===== config.mk =====
export PLATFORM = sky130hd
export DESIGN_NAME = hit_judge_flat
export DESIGN_NICKNAME = d
export VERILOG_FILES = /design/src/rtl/hit_judge_if.sv /design/src/rtl/hit_judge.sv /design/src/flat_wrapper.sv
export SDC_FILE = /design/constraint.sdc
export NUM_CORES = 1
export LEC_CHECK = 0
export BUFFER_PORTS_ARGS = -buffer_cell sky130_fd_sc_hd__clkbuf_2
export CAP_MARGIN = 20
export CORE_ASPECT_RATIO = 1.2
export CORE_UTILIZATION = 58
export DETAILED_ROUTE_END_ITERATION = 7
export HOLD_SLACK_MARGIN = 0.12
export PLACE_DENSITY = 0.8
export SYNTH_ARGS = -nofsm -noshare
export SYNTH_HDL_FRONTEND = slang
export SYNTH_SLANG_ARGS = --single-unit

===== constraint.sdc =====
create_clock -name clk -period 2.7 [get_ports clk]
set_input_delay 0.405 -clock clk [delete_from_list [all_inputs] [get_ports clk]]
set_output_delay 0.405 -clock clk [all_outputs]
set_load 0.1 [all_outputs]

===== src/rtl/hit_judge_if.sv =====
`default_nettype none
// ============================================================================
//  Module      : hit_judge_if
//  Description : Bundle between the mole generator / player keys and the
//                hit-judging block.
//                master : drives mole_new, mole_hole, key; observes results
//                slave  : hit_judge side, drives ready, hole_led, getpoint,
//                         p, miss
//  Revision    : 1.0  initial release
// ============================================================================
interface hit_judge_if #(
    parameter int N_HOLES = 8
) ();
    localparam int HB = $clog2(N_HOLES);

    logic                mole_new;   // one-cycle mole-appear strobe
    logic [HB-1:0]       mole_hole;  // hole index, valid with mole_new
    logic [N_HOLES-1:0]  key;        // debounced player keys, asynchronous
    logic                ready;      // high only while idle
    logic [N_HOLES-1:0]  hole_led;   // one-hot lit hole during the window
    logic                getpoint;   // award pulse to the score block
    logic [1:0]          p;          // points, nonzero only with getpoint
    logic                miss;       // one-cycle wrong-key / timeout pulse

    modport master (
        output mole_new, mole_hole, key,
        input  ready, hole_led, getpoint, p, miss
    );

    modport slave (
        input  mole_new, mole_hole, key,
        output ready, hole_led, getpoint, p, miss
    );
endinterface
`default_nettype wire


===== src/rtl/hit_judge.sv =====
`default_nettype none
// ============================================================================
//  Module      : hit_judge
//  Description : Hit-judging front end of the whack-a-mole game. Accepts a
//                mole-appear event, lights the hole, watches the keys for a
//                bounded window and issues a clean multi-cycle getpoint pulse
//                with p stable for its whole duration, followed by one low
//                cycle so the score block sees a fresh rising edge per hit.
//  Ports       : clk    - system clock
//                rst_n  - asynchronous active-low reset
//                bus    - hit_judge_if.slave (mole_new, mole_hole, key in;
//                         ready, hole_led, getpoint, p, miss out)
//  Options     : HIT_SPEED_BONUS_EN - when defined, grade the hit by reaction
//                time (3/2/1 points); otherwise every hit is worth 1.
//  Revision    : 1.0  initial release
// ============================================================================
module hit_judge #(
    parameter int N_HOLES    = 8,
    parameter int WINDOW_CYC = 50_000_000,
    parameter int PULSE_CYC  = 4
) (
    input  wire          clk,
    input  wire          rst_n,
    hit_judge_if.slave   bus
);
    localparam int HB = $clog2(N_HOLES);
    localparam int TW = $clog2(WINDOW_CYC);
    localparam int CW = $clog2(PULSE_CYC + 1);

    localparam logic [TW-1:0] c_T_LAST = TW'(WINDOW_CYC - 1);
    localparam logic [CW-1:0] c_P_LAST = CW'(PULSE_CYC - 1);
    localparam logic [HB:0]   c_NH     = (HB + 1)'(N_HOLES);

    typedef enum logic [1:0] {
        S_IDLE   = 2'd0,
        S_WINDOW = 2'd1,
        S_AWARD  = 2'd2,
        S_GAP    = 2'd3
    } state_t;

    state_t               r_state, w_state_nxt;
    logic [HB-1:0]        r_hole, w_hole_nxt;
    logic [TW-1:0]        r_timer, w_timer_nxt;
    logic [CW-1:0]        r_pcnt, w_pcnt_nxt;

    logic                 r_ready, w_ready_nxt;
    logic [N_HOLES-1:0]   r_hole_led, w_led_nxt;
    logic                 r_getpoint, w_getpoint_nxt;
    logic [1:0]           r_p, w_p_nxt;
    logic                 r_miss, w_miss_nxt;

    // Key path: two synchronizer stages plus one stage for edge detect.
    logic [N_HOLES-1:0]   r_ks1, r_ks2, r_ks3;
    logic [N_HOLES-1:0]   w_kedge;
    logic [N_HOLES-1:0]   w_hole_oh;
    logic                 w_hole_ok;
    logic [1:0]           w_grade;

    always_ff @(posedge clk or negedge rst_n) begin
        if (!rst_n) begin
            r_ks1 <= '0;
            r_ks2 <= '0;
            r_ks3 <= '0;
        end else begin
            r_ks1 <= bus.key;
            r_ks2 <= r_ks1;
            r_ks3 <= r_ks2;
        end
    end

    assign w_kedge   = r_ks2 & ~r_ks3;
    assign w_hole_ok = ({1'b0, bus.mole_hole} < c_NH);

    always_comb begin
        w_hole_oh = '0;
        for (int i = 0; i < N_HOLES; i++) begin
            w_hole_oh[i] = (r_hole == HB'(i));
        end
    end

`ifdef HIT_SPEED_BONUS_EN
    localparam logic [TW-1:0] c_T_Q1 = TW'(WINDOW_CYC / 4);
    localparam logic [TW-1:0] c_T_Q2 = TW'(WINDOW_CYC / 2);

    // Faster reaction earns more points; graded on the timer in the hit cycle.
    always_comb begin
        w_grade = 2'd1;
        if (r_timer < c_T_Q1) begin
            w_grade = 2'd3;
        end else if (r_timer < c_T_Q2) begin
            w_grade = 2'd2;
        end
    end
`else
    assign w_grade = 2'd1;
`endif

    // State and output registers.
    always_ff @(posedge clk or negedge rst_n) begin
        if (!rst_n) begin
            r_state    <= S_IDLE;
            r_hole     <= '0;
            r_timer    <= '0;
            r_pcnt     <= '0;
            r_ready    <= 1'b1;
            r_hole_led <= '0;
            r_getpoint <= 1'b0;
            r_p        <= 2'd0;
            r_miss     <= 1'b0;
        end else begin
            r_state    <= w_state_nxt;
            r_hole     <= w_hole_nxt;
            r_timer    <= w_timer_nxt;
            r_pcnt     <= w_pcnt_nxt;
            r_ready    <= w_ready_nxt;
            r_hole_led <= w_led_nxt;
            r_getpoint <= w_getpoint_nxt;
            r_p        <= w_p_nxt;
            r_miss     <= w_miss_nxt;
        end
    end

    // Next-state logic. Outputs are derived from the next state so that every
    // output flop changes together with the state it reflects.
    always_comb begin
        w_state_nxt = r_state;
        w_hole_nxt  = r_hole;
        w_timer_nxt = r_timer;
        w_pcnt_nxt  = r_pcnt;
        w_p_nxt     = r_p;
        w_miss_nxt  = 1'b0;

        case (r_state)
            S_IDLE: begin
                if (bus.mole_new && w_hole_ok) begin
                    w_state_nxt = S_WINDOW;
                    w_hole_nxt  = bus.mole_hole;
                    w_timer_nxt = '0;
                end
            end
            S_WINDOW: begin
                w_timer_nxt = r_timer + 1'b1;
                // Key edges are checked before the timeout so that a hit in
                // the last window cycle still counts.
                if (w_kedge == w_hole_oh) begin
                    w_state_nxt = S_AWARD;
                    w_pcnt_nxt  = '0;
                    w_p_nxt     = w_grade;
                end else if (w_kedge != '0) begin
                    w_state_nxt = S_GAP;
                    w_miss_nxt  = 1'b1;
                end else if (r_timer == c_T_LAST) begin
                    w_state_nxt = S_GAP;
                    w_miss_nxt  = 1'b1;
                end
            end
            S_AWARD: begin
                if (r_pcnt == c_P_LAST) begin
                    w_state_nxt = S_GAP;
                end else begin
                    w_pcnt_nxt = r_pcnt + 1'b1;
                end
            end
            S_GAP: begin
                w_state_nxt = S_IDLE;
            end
            default: begin
                w_state_nxt = S_IDLE;
            end
        endcase

        // p is only allowed to be nonzero while getpoint is high.
        if (w_state_nxt != S_AWARD) begin
            w_p_nxt = 2'd0;
        end
    end

    always_comb begin
        w_ready_nxt    = (w_state_nxt == S_IDLE);
        w_getpoint_nxt = (w_state_nxt == S_AWARD);
        w_led_nxt      = '0;
        for (int i = 0; i < N_HOLES; i++) begin
            w_led_nxt[i] = (w_state_nxt == S_WINDOW) && (w_hole_nxt == HB'(i));
        end
    end

    assign bus.ready    = r_ready;
    assign bus.hole_led = r_hole_led;
    assign bus.getpoint = r_getpoint;
    assign bus.p        = r_p;
    assign bus.miss     = r_miss;

endmodule
`default_nettype wire


===== src/flat_wrapper.sv =====
// flat-port wrapper written by rule: the top's interface ports become plain ports
module hit_judge_flat 
#(
    parameter int N_HOLES    = 8,
    parameter int WINDOW_CYC = 50_000_000,
    parameter int PULSE_CYC  = 4
)
  (clk, rst_n, bus_mole_new, bus_mole_hole, bus_key, bus_ready, bus_hole_led, bus_getpoint, bus_p, bus_miss);
  hit_judge_if #(.N_HOLES(N_HOLES)) bus_i ();
  input  wire clk;
  input  wire rst_n;
  input wire logic [$bits(bus_i.mole_new)-1:0] bus_mole_new;
  input wire logic [$bits(bus_i.mole_hole)-1:0] bus_mole_hole;
  input wire logic [$bits(bus_i.key)-1:0] bus_key;
  output wire logic [$bits(bus_i.ready)-1:0] bus_ready;
  output wire logic [$bits(bus_i.hole_led)-1:0] bus_hole_led;
  output wire logic [$bits(bus_i.getpoint)-1:0] bus_getpoint;
  output wire logic [$bits(bus_i.p)-1:0] bus_p;
  output wire logic [$bits(bus_i.miss)-1:0] bus_miss;
  assign bus_i.mole_new = bus_mole_new;
  assign bus_i.mole_hole = bus_mole_hole;
  assign bus_i.key = bus_key;
  assign bus_ready = bus_i.ready;
  assign bus_hole_led = bus_i.hole_led;
  assign bus_getpoint = bus_i.getpoint;
  assign bus_p = bus_i.p;
  assign bus_miss = bus_i.miss;
  hit_judge #(.N_HOLES(N_HOLES), .WINDOW_CYC(WINDOW_CYC), .PULSE_CYC(PULSE_CYC)) u_core (.clk(clk), .rst_n(rst_n), .bus(bus_i));
endmodule

* Word level (Yosys, flattened, before mapping)
Cells that the tools add are included.
Word-level totals: flip-flop bits (word level) 71, input port bits 14, output and inout bits 13, word-level logic and storage cells 82
Operators by class: add/sub/neg operators 2, equality and inequality tests 26, mux-type cells 20, bitwise gates (word level) 2, reduce and logical (&&, ||, !) cells 20
Operator list (number):
- $pmux 26 s2 | 1
- $add 26x1->26 const B | 1
- $eq 26x26->1 const B | 1
- $mux 26 | 1
- $eq 3x3->1 const B | 8
- $mux 2 | 8
- $eq 3x2->1 const B | 5
- $mux 3 | 4
- $and 8x8->8 | 1
- $eq 8x8->1 | 1
- $logic_and 1x1->1 | 8
- $not 8->8 | 1
- $pmux 2 s4 | 1
- $reduce_bool 2->1 | 4
- $reduce_bool 8->1 | 1
- $eq 2x2->1 const B | 3
- $eq 3x1->1 const B | 2
- $logic_not 3->1 | 2
- $ne 2x2->1 const B | 3
- $pmux 3 s2 | 1
- $eq 2x1->1 const B | 2
- $logic_not 2->1 | 2
- $mux 1 | 4
- $reduce_and 2->1 | 2
- other kinds (3) | 3

* Longest topological paths before layout
depth in word-level cells 9, gate-level depth with buffers 10, mapped depth without buffers 8

* Least setup slack after synthesis
No wires, ideal clock.
path kind reg-to-reg, start register u_core.r_state[1], end register u_core.r_timer[25], library setup time 0.077 ns, data arrival time 2.168 ns, data required time 2.623 ns, slack 0.454 ns, stages on the path, launching flop included 10, path buffers 2, clock period less this slack 2.246 ns, path through dfrtp_1 inv_1 ha_1 buf_2 mux2i_1 nor3_2 or4b_1 buf_2 or3_1 a21oi_1
Between the ends: longest elaborated chain between the ends 3, elaborated cells between the ends (all ways) 6, classes of those cells 2 x eq/ne; 1 x mux; 3 x reduce/logical
RTL lines:
- from (decl) | line hit_judge.sv:41 | state_t r_state, w_state_nxt;
- from (signal assigned) | line hit_judge.sv:111 | r_state <= w_state_nxt;
- $eq 2x1->1 / $logic_not 2->1 (equally long branches) | line hit_judge.sv:133 | case (r_state)
- $reduce_bool 2->1 (no line) / $ne 2x2->1 (equally long branches)
- $reduce_and 2->1 (no line)
- to (signal assigned) | line hit_judge.sv:113 | r_timer <= w_timer_nxt;
- to (decl) | line hit_judge.sv:43 | logic [TW-1:0] r_timer, w_timer_nxt;
Parallel ways exist; a longest one is shown, timed or not. A chain may end at the register's enable or synchronous reset.

* Worst setup path in the final report
start register u_core.r_state[0], end register u_core.r_timer[25]
Same word-level chain as after synthesis.

==> impl_metrics.tcl <==
set metrics [dict create \
    final_common_cell "dfrtp_1" \
    cellLeakagePower_nw 1.618 \
    period_share_pct 90.94 \
    routed_via_density 5.486 \
    yosysSeqAreaShare_pct 57.94 \
    dp_slack_ps 270.6 \
    worst_path_max_delay_cell "or4b_1" \
    post-route-drc-count 0 \
    hp-class "primary input to flip-flop" \
    synthesis.nets 290 \
    cts_sinks 70 \
    grt_pass1_vias 2047 \
    drive_gt1_share_pct 17.53 \
    dp_cells 351 \
    grt_max_degree 43 \
    rsz0062_at_grt "no" \
    setup_slack_ps 244.6 \
    worstSetupPathType "flip-flop to flip-flop" \
    std_cell_rows 28 \
    clock_latency_ps 340 \
    cts_tree "yes" \
    worst_ir_drop_vdd_mv 0.8749 \
    io_pins 27 \
    die_w_um 67.93 \
    fin_nets 323 \
    wl_per_cell_um 14.06 \
    via_count 2019 \
    cts_setup_buffers 0 \
    dp_hpwl_um 3713 \
    arrival_ps 2720 \
    synth_warnings 0 \
    cts_resized 0 \
    final-instance-count-excl-fill 368 \
    place.gp.congestion 0.8720 \
    worst_slew_pin_slew_ps 696.5 \
    min_period_ps 2455 \
    ant_nets 0 \
    fill_cells 355 \
    syn_area_per_cell_sq_um 11.21 \
    syn-cell-area_sq_um 3025 \
    core-area_sq_um 4975 \
    hold_viol 0 \
    r2r_setup_slack_ps 240 \
    clkTransAtPathRegs_ps 70 \
    synth_cells 270 \
    power_mw 3.430 \
    clockBufferDepth 2 \
    htreeDepth 3 \
    tns_ps 0 \
    report.final.slew_viol_count 0 \
    fmax_ghz 0.4073 \
    start_util_pct 60.81 \
    dieArea_sq_um 5510 \
    area_growth_pct 14.06 \
    grt_pass1_wl_um 8901 \
    routed_wl_um 5175 \
    ys_types 45 \
    path_max_fanout 6 \
    cts_buffers 9 \
    cts-root-buf "clkbuf_8" \
    synth-seq-cells 70 \
    portBuffers 25 \
    drt_iter0_drc 153 \
    endpoint_kind "flip-flop" \
    maxCapViolCount 0 \
    groute.usage.overall_pct 22.66 \
    finClkSkew_ps 6.601 \
    slowest_delay_ps 570 \
    final_cell_mix "69 x dfrtp_1, 34 x nor2_1, 24 x clkbuf_2, 21 x nand2_1, 14 x xnor2_1" \
    slew_headroom_pct 53.56 \
    first_pass_iters 4 \
    antenna_found_initial 0 \
    final_cell_area_sq_um 3451 \
    final-setup-viol-count 0 \
    status "complete, no violations" \
    antenna_cells 0 \
    startpoint_type "flip-flop" \
    crit_chain "inv_1, ha_1, mux2i_1, nor3_2, or4b_1, or3_1, a21oi_1" \
    required_ps 2970 \
    grt_overflow 0 \
    postPlaceCellArea_sq_um 3227 \
    power_density_nw_per_um2 993.9 \
    die_h_um 81.12 \
]
==> repair_timing <==
action                                  in CTS  in global routing
endpoints found under the hold margin       26                  0
endpoints found under the setup margin       0                  0
hold buffers                                 1                  0
==> Yosys cell counts <==
cell / number / area share (%)
or2b_1: 1 / 0.25
xnor2_1: 14 / 4.1
and4_1: 1 / 0.29
nand2_1: 21 / 2.6
clkbuf_1: 3 / 0.37
nand3b_1: 4 / 0.99
mux2_2: 1 / 0.37
a211o_1: 1 / 0.29
inv_2: 1 / 0.12
or2_2: 1 / 0.21
o2111ai_1: 1 / 0.29
nor3_2: 1 / 0.33
conb_1: 1 / 0.12
nor3_1: 6 / 0.99
nor2b_1: 4 / 0.83
a22o_2: 1 / 0.33
a21oi_1: 3 / 0.50
nand3_1: 12 / 2.0
o31ai_4: 1 / 0.70
nand4_1: 6 / 1.2
ha_1: 6 / 2.5
o211a_1: 1 / 0.33
and3_1: 1 / 0.21
nand2b_4: 1 / 0.45
dfstp_2: 1 / 0.87
o31ai_1: 1 / 0.25
or4b_1: 3 / 0.99
nor2_1: 34 / 4.2
mux2i_1: 7 / 2.3
or3_1: 2 / 0.41
buf_4: 2 / 0.50
and3_2: 1 / 0.25
xor2_1: 13 / 3.8
o21a_1: 1 / 0.25
a32o_1: 1 / 0.33
nor4_4: 1 / 0.70
dfrtp_1: 69 / 57
and4b_1: 1 / 0.33
nor4_1: 11 / 2.3
buf_2: 3 / 0.50
o21ai_0: 5 / 0.83
nand2b_1: 6 / 1.2
inv_1: 10 / 1.2
nor4b_1: 2 / 0.58
nor3b_1: 3 / 0.74
==> stage by stage <==
step,hold WS (ps),util (%)
4_1_cts,150.5,69.37
3_5_place_dp,337.1,64.86
2_1_floorplan,109.4,-
5_1_grt,144.8,69.37
6_report,166.4,69.37
3_3_place_gp,333.3,64.86
==> sequential cells by signal (all words and copies together), names as in the netlist <==
| signal | flops |
|---|---|
| u_core.r_timer | 26 |
| u_core.bus.hole_led | 8 |
| u_core.r_ks1 | 8 |
| u_core.r_ks2 | 8 |
| u_core.r_ks3 | 8 |
| u_core.r_hole | 3 |
| u_core.r_pcnt | 3 |
| u_core.r_state | 2 |
| u_core.bus.getpoint | 1 |
| u_core.bus.miss | 1 |
| u_core.bus.p | 1 |
| u_core.bus.ready | 1 |
==> power breakdown <==
| group | internal, mW | switching (mW) | leakage, nW |
|---|---|---|---|
| logic | 0.335 | 0.870 | 0.611 |
| registers | 1.20 | 0.125 | 0.901 |
| clock network | 0.518 | 0.379 | 0.106 |
==> cell families (layout without fill, tap and decap cells) <==
| family | count (synthesis) | count (layout) | share of synthesized area [%] |
|---|---|---|---|
| adder cells (fa/ha/maj) | 6 | 6 | 2.481 |
| flip-flops | 70 | 70 | 57.94 |
| AO/OA/AOI/OAI | 16 | 16 | 4.094 |
| other | 1 | 1 | 0.1240 |
| AND/OR/NAND/NOR | 123 | 123 | 22.13 |
| XOR/XNOR | 27 | 27 | 7.816 |
| buffers and inverters | 19 | 57 | 2.729 |
| multiplexers | 8 | 8 | 2.688 |
==> metal layers <==
| metal | vias up | track usage [%] | part of all wire [%] |
|---|---|---|---|
| met5 | - | 0 | 0 |
| met4 | 0 | 11.67 | 1.7 |
| met3 | 9 | 6.039 | 3.8 |
| met2 | 44 | 38.92 | 53 |
| met1 | 983 | 25.21 | 41 |
| li1 | 983 | - | - |
==> layout make-up <==
class	instances	area, sq um	share of cell area [%]
repair buffers	30	177.7	5.149
well taps	60	75.07	2.175
multi-input cells	181	1190	34.48
clock inverters	6	86.33	2.502
flip-flops and latches	70	1753	50.80
clock buffers	10	127.6	3.698
inverters	11	41.29	1.197
==> critical path, delay by kind of cell (launching register included) <==
kind,cells,cell delay (ps)
AOI/OAI and AO/OA,1,140
adders and majority gates,1,270
DFF,1,410
muxes,1,230
buffers and inverters,1,90
and+or+nand+nor,3,1240
==> worst paths after layout <==
kind                                   start                  to  cells after the start
max                        u_core.r_state[0]  u_core.r_timer[25]                      7
min                               bus_key[5]     u_core.r_ks1[5]                      1
max reg2reg                u_core.r_state[0]  u_core.r_timer[25]                      7
min reg2reg                  u_core.r_ks1[5]     u_core.r_ks2[5]                      0
max in group asynchronous              rst_n    u_core.r_hole[1]                      3
min in group asynchronous              rst_n  u_core.r_timer[16]                      2
(Power assumes the default switching activity.)
